<file path="src/rtl/ef_pwm_mc_if.sv">
// rtl/ef_pwm_mc_if.sv - configuration and output bundle of the multi-channel PWM core
interface ef_pwm_mc_if #(
    parameter int W   = 32,
    parameter int N   = 4,
    parameter int DTW = 8
);
    logic             en;
    logic [N-1:0]     en_ch;
    logic [3:0]       clkdiv;
    logic             cntr_mode;
    logic [W-1:0]     load;
    logic [N*W-1:0]   cmp;
    logic [N*8-1:0]   act;
    logic [N-1:0]     inv;
    logic [DTW-1:0]   dt;
    logic [W-1:0]     cntr;
    logic             dir;
    logic             prd;
    logic [N-1:0]     pwm_h;
    logic [N-1:0]     pwm_l;

    modport master (
        output en, en_ch, clkdiv, cntr_mode, load, cmp, act, inv, dt,
        input  cntr, dir, prd, pwm_h, pwm_l
    );

    modport slave (
        input  en, en_ch, clkdiv, cntr_mode, load, cmp, act, inv, dt,
        output cntr, dir, prd, pwm_h, pwm_l
    );
endinterface

</file>
<file path="src/rtl/ef_pwm_mc.sv">
// rtl/ef_pwm_mc.sv - shared up/up-down timebase driving N PWM channels with dead time
module ef_pwm_mc #(
    parameter int W   = 32,
    parameter int N   = 4,
    parameter int DTW = 8
) (
    input  logic        clk,
    input  logic        rst_n,
    ef_pwm_mc_if.slave  bus
);
    logic [3:0]              pre_q, pre_d;
    logic [W-1:0]            cntr_q, cntr_d;
    logic                    dir_q, dir_d;
    logic                    prd_q, prd_d;
    logic [N-1:0]            g_q, g_d;
    logic                    mode_q, mode_d;
    logic [W-1:0]            load_q, load_d;
    logic [N*W-1:0]          cmp_q, cmp_d;
    logic [N*8-1:0]          act_q, act_d;
    logic [N-1:0]            a_q, a_d;
    logic [N-1:0]            ok_q, ok_d;
    logic [N-1:0]            pwm_h_q, pwm_h_d;
    logic [N-1:0]            pwm_l_q, pwm_l_d;
    logic [N-1:0][DTW-1:0]   dtc_q, dtc_d;
    logic                    tick, boundary;
    logic [W-1:0]            ci;
    logic [7:0]              ai;
    logic [1:0]              sel;
    logic                    ev_top, ev_cd, ev_cu, ev_z, ok, a;

    assign tick = bus.en && (pre_q == bus.clkdiv);

    // load<=1 in up/down never reaches (dir=1, cntr=1), so its period closes at top
    assign boundary = tick && (mode_q ? ((dir_q && cntr_q == W'(1)) ||
                                         (load_q <= W'(1) && cntr_q == load_q))
                                      : (cntr_q == load_q));

    always_comb begin
        pre_d  = (!bus.en || tick) ? 4'd0 : pre_q + 4'd1;
        cntr_d = cntr_q;
        dir_d  = dir_q;
        if (!bus.en) begin
            cntr_d = '0;
            dir_d  = 1'b0;
        end else if (tick) begin
            if (load_q == '0) begin
                cntr_d = '0;
                dir_d  = 1'b0;
            end else if (!mode_q) begin
                cntr_d = (cntr_q >= load_q) ? '0 : cntr_q + W'(1);
                dir_d  = 1'b0;
            end else if (!dir_q) begin
                if (cntr_q >= load_q) begin
                    cntr_d = load_q - W'(1);
                    dir_d  = 1'b1;
                end else begin
                    cntr_d = cntr_q + W'(1);
                end
            end else if (cntr_q == '0) begin
                cntr_d = W'(1);
                dir_d  = 1'b0;
            end else begin
                cntr_d = cntr_q - W'(1);
            end
        end
    end

    always_comb begin
        mode_d = mode_q;
        load_d = load_q;
        cmp_d  = cmp_q;
        act_d  = act_q;
        prd_d  = boundary;
        if (!bus.en || boundary) begin
            mode_d = bus.cntr_mode;
            load_d = bus.load;
            cmp_d  = bus.cmp;
            act_d  = bus.act;
        end
    end

    // highest-priority event carrying a real action wins: top > cmp-down > cmp-up > zero
    always_comb begin
        g_d    = g_q;
        ci     = '0;
        ai     = '0;
        sel    = 2'b00;
        ev_top = 1'b0;
        ev_cd  = 1'b0;
        ev_cu  = 1'b0;
        ev_z   = 1'b0;
        for (int i = 0; i < N; i++) begin
            ci     = cmp_q[i*W +: W];
            ai     = act_q[i*8 +: 8];
            ev_top = (cntr_q == load_q);
            ev_cd  = mode_q && dir_q && (cntr_q == ci) && (ci <= load_q);
            ev_cu  = !dir_q && (cntr_q == ci) && (ci <= load_q);
            ev_z   = (cntr_q == '0);
            sel    = 2'b00;
            if (ev_z   && ai[1:0] != 2'b00) sel = ai[1:0];
            if (ev_cu  && ai[3:2] != 2'b00) sel = ai[3:2];
            if (ev_cd  && ai[5:4] != 2'b00) sel = ai[5:4];
            if (ev_top && ai[7:6] != 2'b00) sel = ai[7:6];
            if (!bus.en) begin
                g_d[i] = 1'b0;
            end else if (tick) begin
                case (sel)
                    2'b01:   g_d[i] = 1'b0;
                    2'b10:   g_d[i] = 1'b1;
                    2'b11:   g_d[i] = ~g_q[i];
                    default: g_d[i] = g_q[i];
                endcase
            end
        end
    end

    // a change of level or a gating edge restarts the dead time with both sides low
    always_comb begin
        a_d     = a_q;
        ok_d    = ok_q;
        dtc_d   = dtc_q;
        pwm_h_d = pwm_h_q;
        pwm_l_d = pwm_l_q;
        ok      = 1'b0;
        a       = 1'b0;
        for (int i = 0; i < N; i++) begin
            ok    = bus.en && bus.en_ch[i];
            a     = g_q[i] ^ bus.inv[i];
            a_d[i]  = a;
            ok_d[i] = ok;
            if (!ok || !ok_q[i] || (a != a_q[i])) begin
                dtc_d[i]   = bus.dt;
                pwm_h_d[i] = ok && (bus.dt == '0) && a;
                pwm_l_d[i] = ok && (bus.dt == '0) && !a;
            end else if (dtc_q[i] != '0) begin
                dtc_d[i]   = dtc_q[i] - DTW'(1);
                pwm_h_d[i] = (dtc_q[i] == DTW'(1)) && a;
                pwm_l_d[i] = (dtc_q[i] == DTW'(1)) && !a;
            end else begin
                pwm_h_d[i] = a;
                pwm_l_d[i] = !a;
            end
        end
    end

    always_ff @(posedge clk or negedge rst_n) begin
        if (!rst_n) begin
            pre_q   <= '0;
            cntr_q  <= '0;
            dir_q   <= 1'b0;
            prd_q   <= 1'b0;
            g_q     <= '0;
            mode_q  <= 1'b0;
            load_q  <= '0;
            cmp_q   <= '0;
            act_q   <= '0;
            a_q     <= '0;
            ok_q    <= '0;
            pwm_h_q <= '0;
            pwm_l_q <= '0;
            dtc_q   <= '0;
        end else begin
            pre_q   <= pre_d;
            cntr_q  <= cntr_d;
            dir_q   <= dir_d;
            prd_q   <= prd_d;
            g_q     <= g_d;
            mode_q  <= mode_d;
            load_q  <= load_d;
            cmp_q   <= cmp_d;
            act_q   <= act_d;
            a_q     <= a_d;
            ok_q    <= ok_d;
            pwm_h_q <= pwm_h_d;
            pwm_l_q <= pwm_l_d;
            dtc_q   <= dtc_d;
        end
    end

    assign bus.cntr  = cntr_q;
    assign bus.dir   = dir_q;
    assign bus.prd   = prd_q;
    assign bus.pwm_h = pwm_h_q;
    assign bus.pwm_l = pwm_l_q;
endmodule

</file>
<file path="src/flat_wrapper.sv">
// flat-port wrapper written by rule: the top's interface ports become plain ports
module ef_pwm_mc_flat 
#(
    parameter int W   = 32,
    parameter int N   = 4,
    parameter int DTW = 8
)
  (clk, rst_n, bus_en, bus_en_ch, bus_clkdiv, bus_cntr_mode, bus_load, bus_cmp, bus_act, bus_inv, bus_dt, bus_cntr, bus_dir, bus_prd, bus_pwm_h, bus_pwm_l);
  ef_pwm_mc_if #(.W(W), .N(N), .DTW(DTW)) bus_i ();
  input  logic clk;
  input  logic rst_n;
  input wire logic [$bits(bus_i.en)-1:0] bus_en;
  input wire logic [$bits(bus_i.en_ch)-1:0] bus_en_ch;
  input wire logic [$bits(bus_i.clkdiv)-1:0] bus_clkdiv;
  input wire logic [$bits(bus_i.cntr_mode)-1:0] bus_cntr_mode;
  input wire logic [$bits(bus_i.load)-1:0] bus_load;
  input wire logic [$bits(bus_i.cmp)-1:0] bus_cmp;
  input wire logic [$bits(bus_i.act)-1:0] bus_act;
  input wire logic [$bits(bus_i.inv)-1:0] bus_inv;
  input wire logic [$bits(bus_i.dt)-1:0] bus_dt;
  output wire logic [$bits(bus_i.cntr)-1:0] bus_cntr;
  output wire logic [$bits(bus_i.dir)-1:0] bus_dir;
  output wire logic [$bits(bus_i.prd)-1:0] bus_prd;
  output wire logic [$bits(bus_i.pwm_h)-1:0] bus_pwm_h;
  output wire logic [$bits(bus_i.pwm_l)-1:0] bus_pwm_l;
  assign bus_i.en = bus_en;
  assign bus_i.en_ch = bus_en_ch;
  assign bus_i.clkdiv = bus_clkdiv;
  assign bus_i.cntr_mode = bus_cntr_mode;
  assign bus_i.load = bus_load;
  assign bus_i.cmp = bus_cmp;
  assign bus_i.act = bus_act;
  assign bus_i.inv = bus_inv;
  assign bus_i.dt = bus_dt;
  assign bus_cntr = bus_i.cntr;
  assign bus_dir = bus_i.dir;
  assign bus_prd = bus_i.prd;
  assign bus_pwm_h = bus_i.pwm_h;
  assign bus_pwm_l = bus_i.pwm_l;
  ef_pwm_mc #(.W(W), .N(N), .DTW(DTW)) u_core (.clk(clk), .rst_n(rst_n), .bus(bus_i));
endmodule
</file>
<file path="config.mk">
export PLATFORM = sky130hd
export DESIGN_NAME = ef_pwm_mc_flat
export DESIGN_NICKNAME = d
export VERILOG_FILES = /design/src/rtl/ef_pwm_mc_if.sv /design/src/rtl/ef_pwm_mc.sv /design/src/flat_wrapper.sv
export SDC_FILE = /design/constraint.sdc
export NUM_CORES = 1
export LEC_CHECK = 0
export CORE_UTILIZATION = 30
export CTS_BUF_LIST = sky130_fd_sc_hd__clkbuf_4
export CTS_CLUSTER_SIZE = 25
export DETAILED_ROUTE_END_ITERATION = 7
export DONT_BUFFER_PORTS = 1
export PLACE_DENSITY_LB_ADDON = 0.05
export SYNTH_ARGS = -nofsm -noshare
export SYNTH_HDL_FRONTEND = slang
export SYNTH_SLANG_ARGS = --single-unit
</file>
<file path="constraint.sdc">
create_clock -name clk -period 4.2 [get_ports clk]
set_clock_uncertainty 0.1 [all_clocks]
set_input_delay 0.63 -clock clk [delete_from_list [all_inputs] [get_ports clk]]
set_output_delay 0.63 -clock clk [all_outputs]
set_load 0.01 [all_outputs]
</file>
# After elaboration in Yosys (flattened, before gate mapping)
# Cells that the tools add are included.
[word_totals] register_bits=283 latchBits=0 ramBits=0 mem_bits_ro=0 output_inout_bits=42 wordCells=260 memories=0
[classes] add_sub_neg=8 n_mul=0 div_mod_pow=0 order_cmp=6 n_eq_ne=32 shift=0 n_mux=69 bitwise_logic=8 n_reduce_logical=117
[op_table] op="two-way mux 32 bit" count=8
[op_table] op="equality test 32 bit" count=5
[op_table] op="less-or-equal comparator 32 bit" count=4
[op_table] op="zero test 32 bit" count=2
[op_table] op="two-way mux 8 bit" count=8
[op_table] op="subtractor 32 x 1 -> 32 bit (second input constant)" count=2
[op_table] op="logical AND 1 bit" count=61
[op_table] op="nonzero test 2 bit" count=20
[op_table] op="adder 32 x 1 -> 32 bit (second input constant)" count=1
[op_table] op="equality test 32 x 1 -> 1 bit (second input constant)" count=1
[op_table] op="equality test 8 x 1 -> 1 bit (second input constant)" count=4
[op_table] op="greater-or-equal comparator 32 bit" count=1
[op_table] op="less-or-equal comparator 32 x 1 -> 1 bit (second input constant)" count=1
[op_table] op="two-way mux 1 bit" count=32
[op_table] op="two-way mux 2 bit" count=16
[op_table] op="nonzero test 8 bit" count=4
[op_table] op="subtractor 8 x 1 -> 8 bit (second input constant)" count=4
[op_table] op="equality test 2 bit (second input constant)" count=8
[op_table] op="!= test 4 x 1 -> 1 bit (second input constant)" count=4
[op_table] op="zero test 1 bit" count=14
[op_table] op="one-hot mux 1 bit (3 select lines)" count=4
[op_table] op="logical OR 1 bit" count=11
[op_table] op="equality test 2 x 1 -> 1 bit (second input constant)" count=4
[op_table] op="zero test 8 bit" count=1
[op_table] op="8 further kinds" count=20

# Logic depth before layout (Yosys ltp)
# Gate-level depths: netlist of run 1.
[logic_depth] word_depth=11 depth_mapped=16 ltp_nobuf=15

# Worst setup path after synthesis of run 1
# Ideal clock, no wire load.
[synth_timing] kind="reg2reg" start="reg u_core.cntr_q[0] (netlist: u_core.bus.cntr[0])" end="reg u_core.g_q[0]" setup_time_ns=0.099 arrival_time_ns=3.321 setup_slack_ns=0.679 path_stages_with_launch=15 path_buffers=2 synth_period_minus_slack_ns=3.521 cell_sequence="dfrtp_1 > clkbuf_1 > inv_1 > ha_1 > nand4_1 > nor4_1 > and2_0 > clkbuf_1 > a221oi_2 > a221o_1 > ha_1 > nor2_1 > a21oi_1 > nor2_1 > a311oi_1"
[synth_via] elab_chain_cells=11
[synth_lines] element="start, declared" line="ef_pwm_mc.sv:12" rtl="logic [W-1:0] cntr_q, cntr_d;"
[synth_lines] element="start signal, assigned" line="ef_pwm_mc.sv:164" rtl="cntr_q <= cntr_d;"
[synth_lines] element="equality test 32 bit" line="ef_pwm_mc.sv:96, ef_pwm_mc.sv:97"
[synth_lines] element="logical AND 1 bit (2 in series)" line="ef_pwm_mc.sv:97" rtl="ev_cu = !dir_q && (cntr_q == ci) && (ci <= load_q);"
[synth_lines] element="logical AND 1 bit" line="ef_pwm_mc.sv:101" rtl="if (ev_cu && ai[3:2] != 2'b00) sel = ai[3:2];"
[synth_lines] element="two-way mux 2 bit" line="ef_pwm_mc.sv:101"
[synth_lines] element="two-way mux 2 bit" line="ef_pwm_mc.sv:102" rtl="if (ev_cd && ai[5:4] != 2'b00) sel = ai[5:4];"
[synth_lines] element="two-way mux 2 bit *" line="ef_pwm_mc.sv:103" rtl="if (ev_top && ai[7:6] != 2'b00) sel = ai[7:6];"
[synth_lines] element="equality test 2 bit or equality test 2 x 1 -> 1 bit (tied branches)" line="ef_pwm_mc.sv:107" rtl="case (sel)"
[synth_lines] element="one-hot mux 1 bit (3 select lines)" line="ef_pwm_mc.sv:107"
[synth_lines] element="two-way mux 1 bit" line="ef_pwm_mc.sv:106" rtl="end else if (tick) begin"
[synth_lines] element="two-way mux 1 bit" line="ef_pwm_mc.sv:104" rtl="if (!bus.en) begin"
[synth_lines] element="end signal, assigned" line="ef_pwm_mc.sv:167" rtl="g_q <= g_d;"
[synth_lines] element="end, declared" line="ef_pwm_mc.sv:15" rtl="logic [N-1:0] g_q, g_d;"
# Every way passes the cells marked *; elsewhere a longest branch is shown, timed or not. The select of a mux whose other input is x is not followed.
# A chain may end at the register's enable or synchronous reset.

# Final worst setup path of run 1
[layout_timing] start="reg u_core.load_q[15]" end="reg u_core.g_q[1]"
[layout_via] elab_chain_cells=10
[layout_lines] element="start, declared" line="ef_pwm_mc.sv:17" rtl="logic [W-1:0] load_q, load_d;"
[layout_lines] element="start signal, assigned" line="ef_pwm_mc.sv:169" rtl="load_q <= load_d;"
[layout_lines] element="less-or-equal comparator 32 bit" line="ef_pwm_mc.sv:96, ef_pwm_mc.sv:97"
[layout_lines] element="logical AND 1 bit" line="ef_pwm_mc.sv:97"
[layout_lines] element="logical AND 1 bit" line="ef_pwm_mc.sv:101"
[layout_lines] element="two-way mux 2 bit" line="ef_pwm_mc.sv:101"
[layout_lines] element="two-way mux 2 bit" line="ef_pwm_mc.sv:102"
[layout_lines] element="two-way mux 2 bit *" line="ef_pwm_mc.sv:103"
[layout_lines] element="equality test 2 bit or equality test 2 x 1 -> 1 bit (tied branches)" line="ef_pwm_mc.sv:107"
[layout_lines] element="one-hot mux 1 bit (3 select lines)" line="ef_pwm_mc.sv:107"
[layout_lines] element="two-way mux 1 bit" line="ef_pwm_mc.sv:106"
[layout_lines] element="two-way mux 1 bit" line="ef_pwm_mc.sv:104"
# Marked as above.

==> results of run 1 <==
area by class of cell:
class / instances / area [um^2] / share of cell area, %
antenna: 6 / 15.0 / 0.0626
clock buffer: 113 / 848 / 3.54
clock inverter: 30 / 160 / 0.668
inverter: 66 / 248 / 1.03
multi-input combinational: 1500 / 11700 / 48.6
sequential: 283 / 7080 / 29.5
tap: 846 / 1060 / 4.42
timing repair buffer: 305 / 2900 / 12.1
layout by cell type (no fill, tap or decap), types with 16 or more instances in the layout:
| cell type | n |
|---|---|
| nand2_1 | 118 |
| mux2_1 | 170 |
| xor2_1 | 90 |
| o211ai_1 | 25 |
| a21oi_1 | 82 |
| and3_1 | 17 |
| nor3_1 | 71 |
| a211oi_1 | 17 |
| o31ai_1 | 20 |
| mux2_2 | 24 |
| or3_1 | 16 |
| dfrtp_1 | 283 |
| nand4_1 | 67 |
| xnor2_1 | 126 |
| inv_1 | 66 |
| dlygate4sd3_1 | 210 |
| ha_1 | 184 |
| clkbuf_4 | 113 |
| clkinv_1 | 20 |
| nor2_1 | 87 |
| nand3_1 | 46 |
| nor4_1 | 60 |
| buf_4 | 88 |
| and2_1 | 16 |
| o21ai_0 | 78 |
sequential cells by signal (all words and copies together), names as in the netlist:
name,flops
u_core.cmp_q,128
u_core.act_q,32
u_core.bus.pwm_l,4
u_core.ok_q,4
u_core.mode_q,1
u_core.load_q,32
u_core.dtc_q,32
u_core.bus.cntr,32
u_core.g_q,4
u_core.bus.dir,1
u_core.bus.prd,1
u_core.bus.pwm_h,4
u_core.a_q,4
u_core.pre_q,4
metal layers:
metal,part of all wire (%),up-vias,global-route usage (%)
met2,48,494,41.1
met5,0,-,0
met3,5.0,146,4.79
met4,3.8,0,9.64
li1,-,7835,-
met1,43,8365,30.3
cell families after synthesis:
kind of cell    after synthesis  synth area share [%]
mux                         196                  11.3
flops                       283                  36.4
xor+xnor                    216                  9.73
compound gates              338                  11.5
buf+inv                     157                  3.77
simple gates                566                  15.4
fa+ha+maj                   184                  11.8
power breakdown:
part	total, W	switching, W	leakage [nW]	internal (W)
clock	0.00262	0.00131	0.586	0.00131
combinational	0.00224	0.00126	6.15	0.000978
sequential	0.00331	0.000348	3.42	0.00296
total	0.00817	0.00292	10.2	0.00524
per-stage QoR:
step                total power, W  util, %  worst slack, ns  area, um^2  std cells
finish                     0.00817     37.7            0.353       24000       3149
global placement           0.00539     32.8            0.355       20800       2790
floorplan                  0.00462        -            0.679       19500       1940
global route               0.00871     37.7           0.0497       24000       3149
detailed placement         0.00541     32.8            0.340       20800       2790
CTS                        0.00831     37.7            0.316       24000       3143
how the worst max path moves through the flow:
stage	endpoint	startpoint	cells after the start	slack [ns]
CTS	u_core.bus.cntr[10]	u_core.load_q[8]	11	0.32
global route	u_core.g_q[1]	u_core.load_q[8]	16	0.05
floorplan	u_core.g_q[0]	u_core.bus.cntr[0]	14	0.68
detailed placement	u_core.bus.cntr[10]	u_core.load_q[15]	11	0.34
finish	u_core.g_q[1]	u_core.load_q[15]	16	0.35
global placement	u_core.bus.cntr[10]	u_core.load_q[13]	11	0.36
==> metrics, run 1 <==
terminus of the critical flop-to-flop path=u_core.g_q[1]; HPWL after detailed placement=about 63 mm; RSZ-0062 raised after global routing=no; register area share after synthesis=36.4%; most instantiated cells after synthesis=283 x dfrtp_1, 184 x ha_1, 170 x mux2_1, 126 x xnor2_1, 118 x nand2_1; Starting Density=30.6%; die height=257 um; post-route ant nets=0; launching point of the worst reg2reg path=u_core.load_q[15]; Yosys warning count=0; First-pass DRT Iterations=5; share of flip-flops with an asynchronous set or reset=100%; CTS tree=built; Max Clock Freq=0.260 GHz; Max-Cap Viols=0; die width=257 um; GP Congestion=0.891; Worst-path clk slew=roughly 0.070 ns; #FFs+latches synth=roughly 280; vias in the first global route=17,500; commonest register cell after synthesis=dfrtp_1; Setup TNS=0 ns; post_cts resized=0; via count=roughly 17,000; CP arrival=4.45 ns; largest net degree at the start of global routing=284; post-CTS setup buffers=0; outcome=finished with violations; Post-Synthesis Cells=just under 2,000; crit end category=flop; share of the synthesized area in the top cell type=between 30% and 40%; clk_lat worst skew=~0.88 ns; Max Slew Vio Count=0; fin crit period=a little under 4 ns; vias per cell=5.35; WS Path Type=flop to flop; Mapped Area=a little under 0.02 mm^2; area grow syn2layout=23.2%; VDD IR-drop max=0.195 mV; wire per inst=25.5 um; first-pass GRT wire length=118 mm; Distinct cells, synth=78; relative max-transition margin=27.5%; Post-Route WL=80.2 mm; Crit path buffers/inverters=3; Power Density=approximately 340 mW/mm^2; Root Buffer Master=clkbuf_4; worst hold slack=-0.599 ns; Post-Syn Area per Cell=10.0 um^2; grt ovf=0; maximum clock path buffer count=3; Syn Nets=2,340; Synth area leader=dfrtp_1; CP max-delay cell=nor4_1; Core Area=0.0635 mm^2; hold_buf cts=210; cells along the critical path=inv_1, ha_1, nand4_1, nor4_1, buf_4, and2_0, buf_4, nand2_1, o21ai_0, o221ai_1, ha_1, nor2_1, nor2_1, nand2_1, a22oi_1, nor2b_1; final setup vio count=0; Sinks on Clock Net=around 280; Port-buffer cells=0; ratio of cells with drive above 1 in the final layout=11.5%; Post-synth EDFFs=0; failing checks=hold timing; Fill cells=6,479; all-layer global routing usage=24.3%; antenna violations before repair=3; CP required=~4.8 ns; row cnt=92; worst-path fanout max=15; I/O pin total=258; Total Nets Final=2,642; top cell family by delay on the critical path=simple AND/OR/NAND/NOR gates; Setup crit start kind=flop; Hold Path Class=input pin to asynchronous set/reset pin; worst-margin pin slew=1.08 ns; iteration-0 DRC count of the detailed router=1,076; # DRC=0; Die Area=0.0659 mm^2; Max H-tree Level=3; most frequent cell after synthesis=dfrtp_1; Final Hold Fails=283; Synth area leaders=dfrtp_1 36%, ha_1 12%, mux2_1 9.8%; Tcrit/Tclk final=roughly 92%; Reg2Reg Setup Slack=0.35 ns; CP peak stage delay=approximately 0.53 ns; CTS Buf Count=86; R2R depth=16; Pleak=roughly 10 nW
Note: power is estimated with default switching activity, not from simulation.
==> run 2, diff against run 1 <==
PLACE_DENSITY_LB_ADDON = unset   (was 0.05)
==> run 2 against run 1 <==
  * The run still ends with hold timing left
  * Highest routed layer unchanged
  * Sequential power decreased by 1%
  * Critical path depth decreased by 3
  * Largest cell class unchanged
  * Die area unchanged
  * First-iteration DRC count increased by 30%
  * Sequential cell count unchanged
  * Clock power increased by 6%
  * Routed wire length decreased by 3.1%
  * Count of clock-buffer cells in the layout increased by 4
  * Core utilization about the same
  * Non-clock buffer count decreased by 4
  * Design area about the same
  * Critical endpoint is now u_core.cmp_q[5]
==> metrics, run 2 (synthesized netlist as in run 1, its figures left out) <==
most common cell after layout, fill and taps aside=dfrtp_1; Sinks on Clock Net=283; Max Slew Vio Count=0; First-pass DRT Iterations=7; failing checks=hold timing; all-layer global routing usage=23.4%; CP arrival=4.59 ns; die width=approximately 260 um; Power Density=346 mW/mm^2; outcome=finished with violations; Root Buffer Master=clkbuf_4; largest net degree at the start of global routing=between 200 and 300; CTS Buf Count=84; Max H-tree Level=3; worst hold slack=-0.561 ns; Final Hold Fails=283; post-route ant nets=0; die height=257 um; CTS tree=built; Starting Density=between 30% and 40%; relative max-transition margin=6.75%; Crit path depth=13; launching point of the worst reg2reg path=u_core.load_q[27]; first-pass GRT wire length=116 mm; GP Congestion=1.03; crit end category=flop; clk_lat worst skew=0.88 ns; post-CTS setup buffers=0; Tcrit/Tclk final=a little over nine tenths; CP dominant cell by count=buf_4; worst-path fanout max=48; final setup vio count=0; vias per cell=5.52; hold_buf cts=210; CP peak stage delay=0.58 ns; via count=around 17,000; Die Area=0.0659 mm^2; worst-margin pin slew=roughly 1.4 ns; most frequent cells in the layout=283 x dfrtp_1, 210 x dlygate4sd3_1, 184 x ha_1, 170 x mux2_1, 126 x xnor2_1; R2R depth=13; I/O pin total=about 260; iteration-0 DRC count of the detailed router=1,394; FF+latch area=0.00708 mm^2; ratio of cells with drive above 1 in the final layout=11.5%; Hold Path Class=input pin to asynchronous set/reset pin; fin crit period=about 4.0 ns; CP max-delay cell=nor4_1; Port-buffer cells=0; WS Path Type=flop to flop; Max Clock Freq=roughly 0.25 GHz; vias in the first global route=around 18,000; Largest register FFs=approximately 130; wire per inst=24.7 um; maximum clock path buffer count=3; Max-Cap Viols=0; HPWL after detailed placement=58.4 mm; RSZ-0062 raised after global routing=no; Total Nets Final=between 2,000 and 3,000; Multi-input gate area=0.0117 mm^2; Core Area=0.0635 mm^2; # DRC=0; cells along the critical path=inv_1, buf_4, ha_1, nand4_1, nor4_1, buf_4, and2_0, buf_4, a32oi_1, o21ai_4, buf_12, buf_12, mux2_1; Power, Total=0.00830 W; Critical Path Start=u_core.load_q[27]; Setup crit start kind=flop; Worst-path clk slew=~0.06 ns; largest reg by FF count=u_core.cmp_q; area grow syn2layout=23.2%; top cell family by delay on the critical path=buffers and inverters; VDD IR-drop max=0.293 mV; antenna violations before repair=5; Crit path buffers/inverters=6; Fill cells=around 6,300; row cnt=92; Pleak=slightly above 10 nW; grt ovf=0; Setup TNS=0 ns; CP required=roughly 4.8 ns; Post-Route WL=77.7 mm
-- run 2: changes by cell type in the layout (fill, tap and decap cells not counted), sizes merged --
cell | previous run | this run
buf | 95 | 91
clkinvlp | 4 | 0
clkbuf | 113 | 117
diode | 6 | 5
inv | 66 | 67
clkinv | 25 | 30
bufinv | 1 | 2
-- run 2: per-stage QoR --
stage | hold slack, ns | instance area, um^2 | instances | utilization, % | worst slack (ns)
after floorplan | 0.234 | 19500 | 1940 | - | 0.679
after global placement | 0.253 | 20800 | 2786 | 32.7 | 0.239
after detailed placement | 0.253 | 20800 | 2786 | 32.7 | 0.197
after CTS | -0.706 | 23900 | 3146 | 37.7 | 0.142
after global routing | -0.635 | 24000 | 3150 | 37.7 | 0.0686
final | -0.561 | 24000 | 3151 | 37.7 | 0.210
-- run 2: final cells by class --
class | count | share of cell area, %
Clock buffer | 117 | 3.67
Multi-Input combinational cell | 1500 | 48.7
Clock inverter | 33 | 0.783
Timing Repair Buffer | 301 | 11.8
Sequential cell | 283 | 29.6
Tap cell | 846 | 4.42
Inverter | 66 | 1.03
Antenna cell | 5 | 0.0522
-- run 2: per-layer routing --
metal  GRT usage [%]  wire (um)  up-vias
li1                -          -     7815
met1            28.2      31200     8571
met2            39.1      36900      800
met3            5.06       5430      208
met4            12.6       4240        0
met5               0          0        -
-- run 2: worst reg2reg max path, stage by stage (launching register included) --
cell and delay [ns]:
dfrtp_1 0.43, inv_1 0.09, buf_4 0.19, ha_1 0.30, nand4_1 0.21, nor4_1 0.58, buf_4 0.24, and2_0 0.12
buf_4 0.24, a32oi_1 0.15, o21ai_4 0.23, buf_12 0.21, buf_12 0.30, mux2_1 0.42
-- run 2: what timing repair did --
item                                    CTS  global route
hold endpoints to repair                529           283
endpoints found under the setup margin    0             1
resized for setup                         0             2
-- run 2: where the power goes --
part	internal, W	switching [W]
Sequential	0.00296	0.000313
Clock	0.00141	0.00136
Combinational	0.000968	0.00128
Total	0.00534	0.00296
-- run 2: worst paths after layout --
path | end | slack, ns
worst min register to register | u_core.act_q[14] | 0.39
max in group asynchronous | u_core.cmp_q[5] | 3.47
worst max-delay path | u_core.cmp_q[5] | 0.21
worst min-delay path | u_core.dtc_q[1] | -0.56
worst max register to register | u_core.cmp_q[5] | 0.21
min in group clk | u_core.bus.pwm_l[0] | 0.09
